**src/rtl/sseg_pkg.sv**
```systemverilog
// -----------------------------------------------------------------------------
// sseg_pkg
// Shared definitions for the multiplexed seven-segment display scanner:
//   - scan FSM state encoding (BLANK, SHOW, COMMIT)
//   - SEG_OFF: all-segments/all-anodes-off pattern (active-low)
//   - simulation timing constants used when SIM = 1
//   - hex_seg(): hex nibble to active-low segment pattern g..a
// -----------------------------------------------------------------------------
package sseg_pkg;

    typedef enum logic [1:0] {
        BLANK  = 2'd0,
        SHOW   = 2'd1,
        COMMIT = 2'd2
    } state_e;

    localparam int         NUM_DIGITS = 8;
    localparam logic [7:0] SEG_OFF    = 8'hFF;

    // Short slots so a whole frame fits in a few dozen cycles in simulation.
    localparam int SIM_DIV   = 8;
    localparam int SIM_BLANK = 2;

    // Active-low segments, bit order g..a; a lit segment is a 0.
    function automatic logic [6:0] hex_seg(input logic [3:0] nibble);
        logic [6:0] seg;
        case (nibble)
            4'h0: seg = 7'h40;
            4'h1: seg = 7'h79;
            4'h2: seg = 7'h24;
            4'h3: seg = 7'h30;
            4'h4: seg = 7'h19;
            4'h5: seg = 7'h12;
            4'h6: seg = 7'h02;
            4'h7: seg = 7'h78;
            4'h8: seg = 7'h00;
            4'h9: seg = 7'h10;
            4'hA: seg = 7'h08;
            4'hB: seg = 7'h03;
            4'hC: seg = 7'h46;
            4'hD: seg = 7'h21;
            4'hE: seg = 7'h06;
            default: seg = 7'h0E;
        endcase
        return seg;
    endfunction

endpackage

```
**src/rtl/hex_to_sseg.sv**
```systemverilog
// -----------------------------------------------------------------------------
// hex_to_sseg
// Combinational decoder from a hex nibble plus decimal point to active-low
// cathode drive.
//   nibble  in  4  hex digit value
//   dp      in  1  decimal point on
//   seg     out 8  cathodes, active-low; [6:0] = g..a, [7] = DP
// -----------------------------------------------------------------------------
module hex_to_sseg
    import sseg_pkg::*;
(
    input  logic [3:0] nibble,
    input  logic       dp,
    output logic [7:0] seg
);

    assign seg = {~dp, hex_seg(nibble)};

endmodule

```
**src/rtl/sseg_scan_ctrl.sv**
```systemverilog
// -----------------------------------------------------------------------------
// sseg_scan_ctrl
// Scan controller for an 8-digit multiplexed seven-segment display. Each digit
// slot starts with an all-anodes-off gap (anti-ghosting) followed by the lit
// part. Digit writes land in a shadow bank and are copied to the displayed
// bank in a single COMMIT cycle at the end of every frame, so updates never tear.
//   clk         in   1  system clock
//   rst_n       in   1  asynchronous active-low reset
//   wr_valid    in   1  write request
//   wr_ready    out  1  write accepted when wr_valid & wr_ready at rising clk
//   wr_addr     in   3  digit index (0 = rightmost, anode bit 0)
//   wr_data     in   5  [3:0] hex nibble, [4] decimal point on
//   digit_en    in   8  per-digit enable; disabled digits stay dark
//   SSEG_CA     out  8  cathodes, active-low ([7] = DP)
//   SSEG_AN     out  8  anodes, active-low, one-hot-low while lit
//   scan_idx    out  3  digit index of the current slot
//   frame_done  out  1  one-cycle pulse in the COMMIT cycle
// -----------------------------------------------------------------------------
module sseg_scan_ctrl
    import sseg_pkg::*;
#(
    parameter bit SIM       = 1'b0,
    parameter int DIV       = 12500,
    parameter int BLANK_CYC = 64
) (
    input  logic       clk,
    input  logic       rst_n,
    input  logic       wr_valid,
    output logic       wr_ready,
    input  logic [2:0] wr_addr,
    input  logic [4:0] wr_data,
    input  logic [7:0] digit_en,
    output logic [7:0] SSEG_CA,
    output logic [7:0] SSEG_AN,
    output logic [2:0] scan_idx,
    output logic       frame_done
);

    localparam int D     = SIM ? SIM_DIV : DIV;
    localparam int B     = SIM ? SIM_BLANK : BLANK_CYC;
    localparam int CNT_W = $clog2(DIV);

    localparam logic [CNT_W-1:0] BLANK_LAST = CNT_W'(B - 1);
    localparam logic [CNT_W-1:0] SHOW_LAST  = CNT_W'(D - B - 1);

    state_e           state_q, state_d;
    logic [CNT_W-1:0] cnt_q;
    logic [2:0]       idx_q, idx_d;
    logic [4:0]       shadow_q [NUM_DIGITS];
    logic [4:0]       active_q [NUM_DIGITS];
    logic [7:0]       seg_dec;
    logic [7:0]       an_d, ca_d;
    logic             wr_accept;

    assign wr_ready   = (state_q != COMMIT);
    assign frame_done = (state_q == COMMIT);
    assign scan_idx   = idx_q;
    assign wr_accept  = wr_valid & wr_ready;

    // Next-state logic.
    // NOTE: every always_comb output gets a default first so no path can
    // leave it unassigned and infer a latch.
    always_comb begin
        state_d = state_q;
        idx_d   = idx_q;
        case (state_q)
            BLANK: begin
                if (cnt_q == BLANK_LAST) state_d = SHOW;
            end
            SHOW: begin
                if (cnt_q == SHOW_LAST) begin
                    if (idx_q == 3'd7) begin
                        state_d = COMMIT;
                    end else begin
                        state_d = BLANK;
                        idx_d   = idx_q + 3'd1;
                    end
                end
            end
            COMMIT: begin
                state_d = BLANK;
                idx_d   = 3'd0;
            end
            default: begin
                state_d = BLANK;
                idx_d   = 3'd0;
            end
        endcase
    end

    // State, slot counter and digit index.
    // NOTE: sequential state uses non-blocking assignments so every register
    // samples pre-edge values regardless of process evaluation order.
    always_ff @(posedge clk or negedge rst_n) begin
        if (!rst_n) begin
            state_q <= BLANK;
            cnt_q   <= '0;
            idx_q   <= 3'd0;
        end else begin
            state_q <= state_d;
            idx_q   <= idx_d;
            // Slot counter restarts on every state change.
            cnt_q   <= (state_d != state_q) ? '0 : cnt_q + CNT_W'(1);
        end
    end

    // Shadow and active digit banks.
    // NOTE: these small flop banks are reset on purpose so the first frame
    // after reset shows defined zeros and no partial write survives a reset;
    // a storage array that needs no defined start value would be left unreset.
    always_ff @(posedge clk or negedge rst_n) begin
        if (!rst_n) begin
            for (int i = 0; i < NUM_DIGITS; i++) begin
                shadow_q[i] <= '0;
                active_q[i] <= '0;
            end
        end else begin
            if (wr_accept) shadow_q[wr_addr] <= wr_data;
            if (state_q == COMMIT) begin
                for (int i = 0; i < NUM_DIGITS; i++) active_q[i] <= shadow_q[i];
            end
        end
    end

    hex_to_sseg u_dec (
        .nibble (active_q[idx_q][3:0]),
        .dp     (active_q[idx_q][4]),
        .seg    (seg_dec)
    );

    // Display drive for the current state; registered below so AN and CA
    // change together one cycle after the state/index that selects them.
    always_comb begin
        an_d = SEG_OFF;
        ca_d = SEG_OFF;
        if (state_q == SHOW) begin
            ca_d = seg_dec;
            if (digit_en[idx_q]) an_d = ~(8'b1 << idx_q);
        end
    end

    always_ff @(posedge clk or negedge rst_n) begin
        if (!rst_n) begin
            SSEG_AN <= SEG_OFF;
            SSEG_CA <= SEG_OFF;
        end else begin
            SSEG_AN <= an_d;
            SSEG_CA <= ca_d;
        end
    end

endmodule
```
**config.mk**
```make
export PLATFORM = sky130hd
export DESIGN_NAME = sseg_scan_ctrl
export DESIGN_NICKNAME = d
export VERILOG_FILES = /design/src/rtl/sseg_pkg.sv /design/src/rtl/hex_to_sseg.sv /design/src/rtl/sseg_scan_ctrl.sv
export SDC_FILE = /design/constraint.sdc
export NUM_CORES = 1
export LEC_CHECK = 0
export BUFFER_PORTS_ARGS = -buffer_cell sky130_fd_sc_hd__buf_2
export CAP_MARGIN = 0
export CORE_MARGIN = 4
export CORE_UTILIZATION = 55
export DETAILED_ROUTE_END_ITERATION = 8
export PLACE_DENSITY = 0.7
export SLEW_MARGIN = 20
export SYNTH_ARGS = -nofsm -noshare
export SYNTH_HDL_FRONTEND = slang
export SYNTH_SLANG_ARGS = --single-unit
export TNS_END_PERCENT = 30
```
**constraint.sdc**
```tcl
create_clock -name clk -period 2.55 [get_ports clk]
set_input_delay 0.3825 -clock clk [delete_from_list [all_inputs] [get_ports clk]]
set_output_delay 0.3825 -clock clk [all_outputs]
set_load 0.02 [all_outputs]
```
==> flow_summary.ini, run 1 <==
[status]
outcome = completed

[critical_path]
crit_fanout = 15
crit_family = multiplexers
worst-path-buf-inv = 1
crit_path_end_kind = register
crit_path_max_incr_delay_ns = 0.62
start_kind = register
cp.arrival_ns = 2.77
cp.required_ns = 2.98
crit_chain = buf_4, mux4_2, mux2_2, a21o_1, a21oi_1, o31ai_1
critPathSlowestCell = dfrtp_1
path_class = reg -> reg

[cells_and_area]
drive_above_1_share = 0.325
fin_nets = 552
diodes = 0
area_growth_pct = 18.0

[power_and_ir_drop]
p_per_area_nw_per_um2 = 724
p_leak_nw = 2.90
p_clk_frac = 0.494
combinationalPowerShare = 0.050
netSwitchingFraction = 0.237
internal_power_mw = 3.41
p_sw_mw = 1.06
total_power_mw = 4.48
ir_drop_mv = 0.506
power.share.sequential = 0.455

[global_route]
busiest_layer = met2
grtUsageMet3 = 0.0478
grt_pass1_vias = 3528
grtUsageMet1 = 0.284
use_met2 = 0.327
grt_pass1_wl_um = 17800
antenna_found_initial = 0
grt_use_total = 0.204
grt_max_degree = 63
overflow = 0

[logic_synthesis]
synth_fa_ha_area_frac = 0.0310
synthMuxAreaShare = 0.155
synth_top_area_share = 0.473
yosysWarnings = 0
avgSynthCellArea_um2 = 11.2
synth_compound_area_frac = 0.0325
synth-seq-cells = 115
synth_area_um2 = 5240
synth_nets = 499
netlist_instances = 467
yosys.area.top_type = dfrtp_1
yosys.cell_types.count = 49
yosys.area_share.simple = 0.182
synth_top_family_by_area = simple AND/OR/NAND/NOR gates
yosysMostFrequentCell = nand2_1
synth_edf_count = 0
synth_ff_type = dfrtp_1
synth_xor_area_frac = 0.0201
synth_area_leaders = dfrtp_1, mux2_2, nand2_1, dfstp_2, mux4_2
yosysSeqAreaShare = 0.553
yosys-top-cells-count = nand2_1, dfrtp_1, mux2_2
ys_async_sr_fraction = 1.00

[die]
core_um2 = 9240
row_count = 35
die_y_um = 106
die_w_um = 106
dieArea_um2 = 11200
pin_count = 40
start_util = 0.567

[sta]
slew_viol_final = 0
fin_crit_ns = 2.33
final_hold_viol_count = 0
skew_ns = 0.00843
finalCritPeriodShare = 0.916
fmax_mhz = 428
setup_tns_ns = 0
setup_viol = 0
rsz0062_at_grt = false
worst_pin_slew_ns = 0.753
slew_headroom = 0.498

[clock_tree]
cts.clk_slew.worst_paths_ns = 0.06
numClockSinks = 115
cts_htree_levels = 4
cts.path.max_buffers = 2
clk_latency_ns = 0.51
cts_tree = yes
clockRootBuffer = clkbuf_8
numCtsBuffers = 17
post_cts_resize_count = 0

[placement]
dp_hpwl_um = 7170
io_buffers = 39
place_congestion = 0.810

[route]
drt-vias-per-instance = 5.31
drt_iter0_drc = 199
wl_um = 10400
dr_total_vias = 3516
wl_per_cell_um = 15.7
dr.pass1.iters = 4
ant_nets = 0
drc = 0

[min_path]
hp-class = in -> reg

[flow_run]
cap_violations = 0
==> per-stage QoR <==
stage / cells / area, µm² / hold slack [ns] / setup WS [ns] / util
finish: 662 / 6180 / 0.229 / 0.215 / 0.669
global route: 662 / 6180 / 0.226 / 0.0397 / 0.669
CTS: 662 / 6180 / 0.214 / 0.192 / 0.669
detailed placement: 629 / 5620 / 0.451 / 0.221 / 0.608
global placement: 629 / 5620 / 0.443 / 0.330 / 0.608
floorplan: 467 / 5240 / 0.0869 / 0.185 / -
==> per-layer routing <==
metal  up-vias  part of all wire
met5         -                 0
met4         0            0.0070
met3         6             0.042
met2        73              0.48
met1      1750              0.47
li1       1687                 -
==> final timing paths <==
check | from | end | depth (start not counted) | slack, ns
max | scan_idx[0] | SSEG_CA[0] | 6 | 0.22
min | wr_data[4] | shadow_q[4] | 2 | 0.23
max reg2reg | scan_idx[0] | SSEG_CA[0] | 6 | 0.22
min reg2reg | shadow_q[37] | active_q[37] | 2 | 0.46
max in group asynchronous | rst_n | active_q[38] | 3 | 1.38
min in group asynchronous | rst_n | cnt_q[9] | 2 | 0.49
==> cell usage in the layout (no fill, tap or decap), types with 5 or more instances in the layout <==
master and instances:
nand2_1 135, mux4_2 10, dfrtp_1 99, mux2i_1 6, nor3_1 5, nor2_1 20
mux2_2 47, clkbuf_16 16, buf_2 38, inv_1 8, inv_6 7, xor2_1 8
nand2b_1 5, ha_1 13, dfstp_2 16, nand3_1 20, buf_4 14
==> power by group through the flow <==
stage,logic [mW],registers (mW),clock network [mW]
floorplan,0.142,2.05,0
global placement,0.219,2.06,0
detailed placement,0.229,2.07,0
CTS,0.232,2.04,2.25
global route,0.254,2.05,2.34
finish,0.225,2.04,2.21
==> area by class of cell <==
class	instances	area (µm²)
Inverter	9	33.8
Sequential cell	115	2900
Multi-Input combinational cell	323	2210
Clock buffer	17	414
Tap cell	129	161
Clock inverter	15	144
Timing Repair Buffer	54	325
Fill cell	703	3060
==> state kept, by name (all words and copies together) (netlist names) <==
name      cells
active_q     40
shadow_q     40
cnt_q        14
SSEG_AN       8
SSEG_CA       8
scan_idx      3
state_q       2
==> kinds of logic after synthesis <==
kind of cell / after synthesis
compound gates: 23
xor+xnor: 12
fa+ha+maj: 13
buf+inv: 29
flops: 115
mux: 63
simple gates: 212
==> timing repair <==
action / CTS / global route
hold buffers: 1 / 0
endpoints found under the hold margin: 44 / 0
buffers inserted: 0 / 0
Power figures use the tool's default switching activity.
==> run 2: changes to the inputs <==
--- a/config.mk
+++ b/config.mk
@@ -10,6 +10,7 @@
 export CORE_MARGIN = 4
 export CORE_UTILIZATION = 55
 export DETAILED_ROUTE_END_ITERATION = 8
+export GPL_TIMING_DRIVEN = 0
 export PLACE_DENSITY = 0.7
 export SLEW_MARGIN = 20
 export SYNTH_ARGS = -nofsm -noshare
==> run 2 against run 1 <==
Net effect:
- worst setup slack lost 0.059 ns
- sequential power is essentially flat
- die area is the same
- first-iteration DRC count shrank 22%
- clock power shrank 2%
- sequential share of layout area shrank 0.076 points
- critical endpoint is now SSEG_CA[4]
- highest routed layer unchanged
==> flow_summary.ini, run 2 (same netlist as run 1, synthesis figures left out) <==
[status]
outcome = completed

[global_route]
grt_max_degree = 76
grt_use_total = 0.209
grt_pass1_wl_um = 18100
overflow = 0
grt_pass1_vias = 3581
antenna_found_initial = 0

[min_path]
hold_start = wr_data[4]
hp-class = in -> reg
hold_end = shadow_q[39]
worstHoldPathCells = 2

[clock_tree]
cts.path.max_buffers = 2
cts.clk_slew.worst_paths_ns = 0.06
clk_latency_ns = 0.52
numCtsBuffers = 17
cts_setup_buffers = 0
cts_tree = yes
clockRootBuffer = clkbuf_8
numClockSinks = 115
cts_htree_levels = 4

[route]
ant_nets = 0
wl_per_cell_um = 16.1
drc = 0
dr_total_vias = 3504
wl_um = 10700
drt_iter0_drc = 156
dr.pass1.iters = 4
drt-vias-per-instance = 5.25

[die]
die_w_um = 106
die_y_um = 106
pin_count = 40
start_util = 0.567
dieArea_um2 = 11200
core_um2 = 9240
row_count = 35

[sta]
setup_viol = 0
worst_pin_slew_ns = 0.830
slew_headroom = 0.442
finalCritPeriodShare = 0.939
setup_tns_ns = 0
slew_viol_final = 0
fmax_mhz = 418
final_hold_viol_count = 0
skew_ns = 0.0162
fin_crit_ns = 2.39

[placement]
dp_hpwl_um = 7470
place_area_um2 = 5630
placed_cells = 636
io_buffers = 39
place_congestion = 0.846

[critical_path]
critPathSlowestCell = mux4_2
start_kind = register
crit_chain = buf_6, buf_8, mux4_2, mux2_2, inv_1, ha_2, nand2b_1, o211ai_1, o311ai_1
timing.rr.start = scan_idx[0]
crit_path_max_incr_delay_ns = 0.51
r2r_cells = 9
rr_endpoint = SSEG_CA[4]
cp.required_ns = 2.98
path_class = reg -> reg
crit_path_end_kind = register
crit_fanout = 10
cp.arrival_ns = 2.82
ff2ff_setup_slack_ns = 0.16

[flow_run]
cap_violations = 0

[power_and_ir_drop]
ir_drop_mv = 0.812
p_per_area_nw_per_um2 = 716
p_leak_nw = 2.86
total_power_mw = 4.43

[cells_and_area]
fin_util = 0.670
reg_top3 = active_q x40, shadow_q x40, cnt_q x14
diodes = 0
fin_nets = 558
final_area_um2 = 6190
drive_above_1_share = 0.310
final_common_cell = nand2_1
layout_common_cells = nand2_1, dfrtp_1, mux2_2
area_growth_pct = 18.2
fin_cells = 667
==> run 2: changes by cell type in the layout (fill, tap and decap cells not counted), sizes merged <==
cell / delta
inv: -5
clkbuf: +10
buf: -4
clkinv: -2
clkinvlp: +6
==> run 2: how the worst max path moves through the flow <==
stage | start | to | slack (ns)
after CTS | scan_idx[0] | SSEG_CA[4] | 0.05
after detailed placement | scan_idx[2] | SSEG_CA[4] | -0.03
after global routing | scan_idx[0] | SSEG_CA[1] | -0.01
final | scan_idx[0] | SSEG_CA[4] | 0.16
after floorplan | scan_idx[0] | SSEG_CA[3] | 0.18
after global placement | rst_n | shadow_q[13] | -0.19
==> run 2: worst max-delay path: cells and delay by family (launching register included) <==
kind	cells	cell delay [ns]
simple gates	1	0.11
fa+ha+maj	1	0.23
compound gates	2	0.18
flops	1	0.43
mux	2	0.85
buf+inv	3	0.49
==> run 2: routing by layer <==
metal	share of wire	vias up	routed length, µm	track usage
met5	0	-	0	0
met4	0.0085	0	91	0.0574
met3	0.043	12	458	0.0600
met2	0.50	68	5380	0.345
met1	0.45	1733	4820	0.271
li1	-	1691	-	-
==> run 2: metrics by stage <==
step / setup WS, ns / hold WS [ns]
after floorplan: 0.185 / 0.0869
after global placement: -0.186 / 0.440
after detailed placement: -0.0272 / 0.316
after CTS: 0.0487 / 0.204
after global routing: -0.00997 / 0.213
final: 0.156 / 0.207
==> run 2: layout make-up <==
cell class / instances / area [µm²]
fill: 736 / 3050
sequential: 115 / 2900
multi-input combinational: 323 / 2210
clock buffer: 17 / 414
timing repair buffer: 41 / 239
tap: 129 / 161
clock inverter: 14 / 133
buffer: 19 / 105
inverter: 9 / 33.8
==> run 2: repair_timing <==
action / in CTS / in global routing
gates resized for setup: 1 / 3
endpoints found under the setup margin: 5 / 6
hold buffers: 1 / 0
hold endpoints to repair: 40 / 0
==> run 2: where the power goes <==
part           switching [mW]  internal (mW)
Clock                   0.874           1.29
Combinational          0.0947          0.129
Sequential             0.0760           1.97
Total                    1.04           3.39
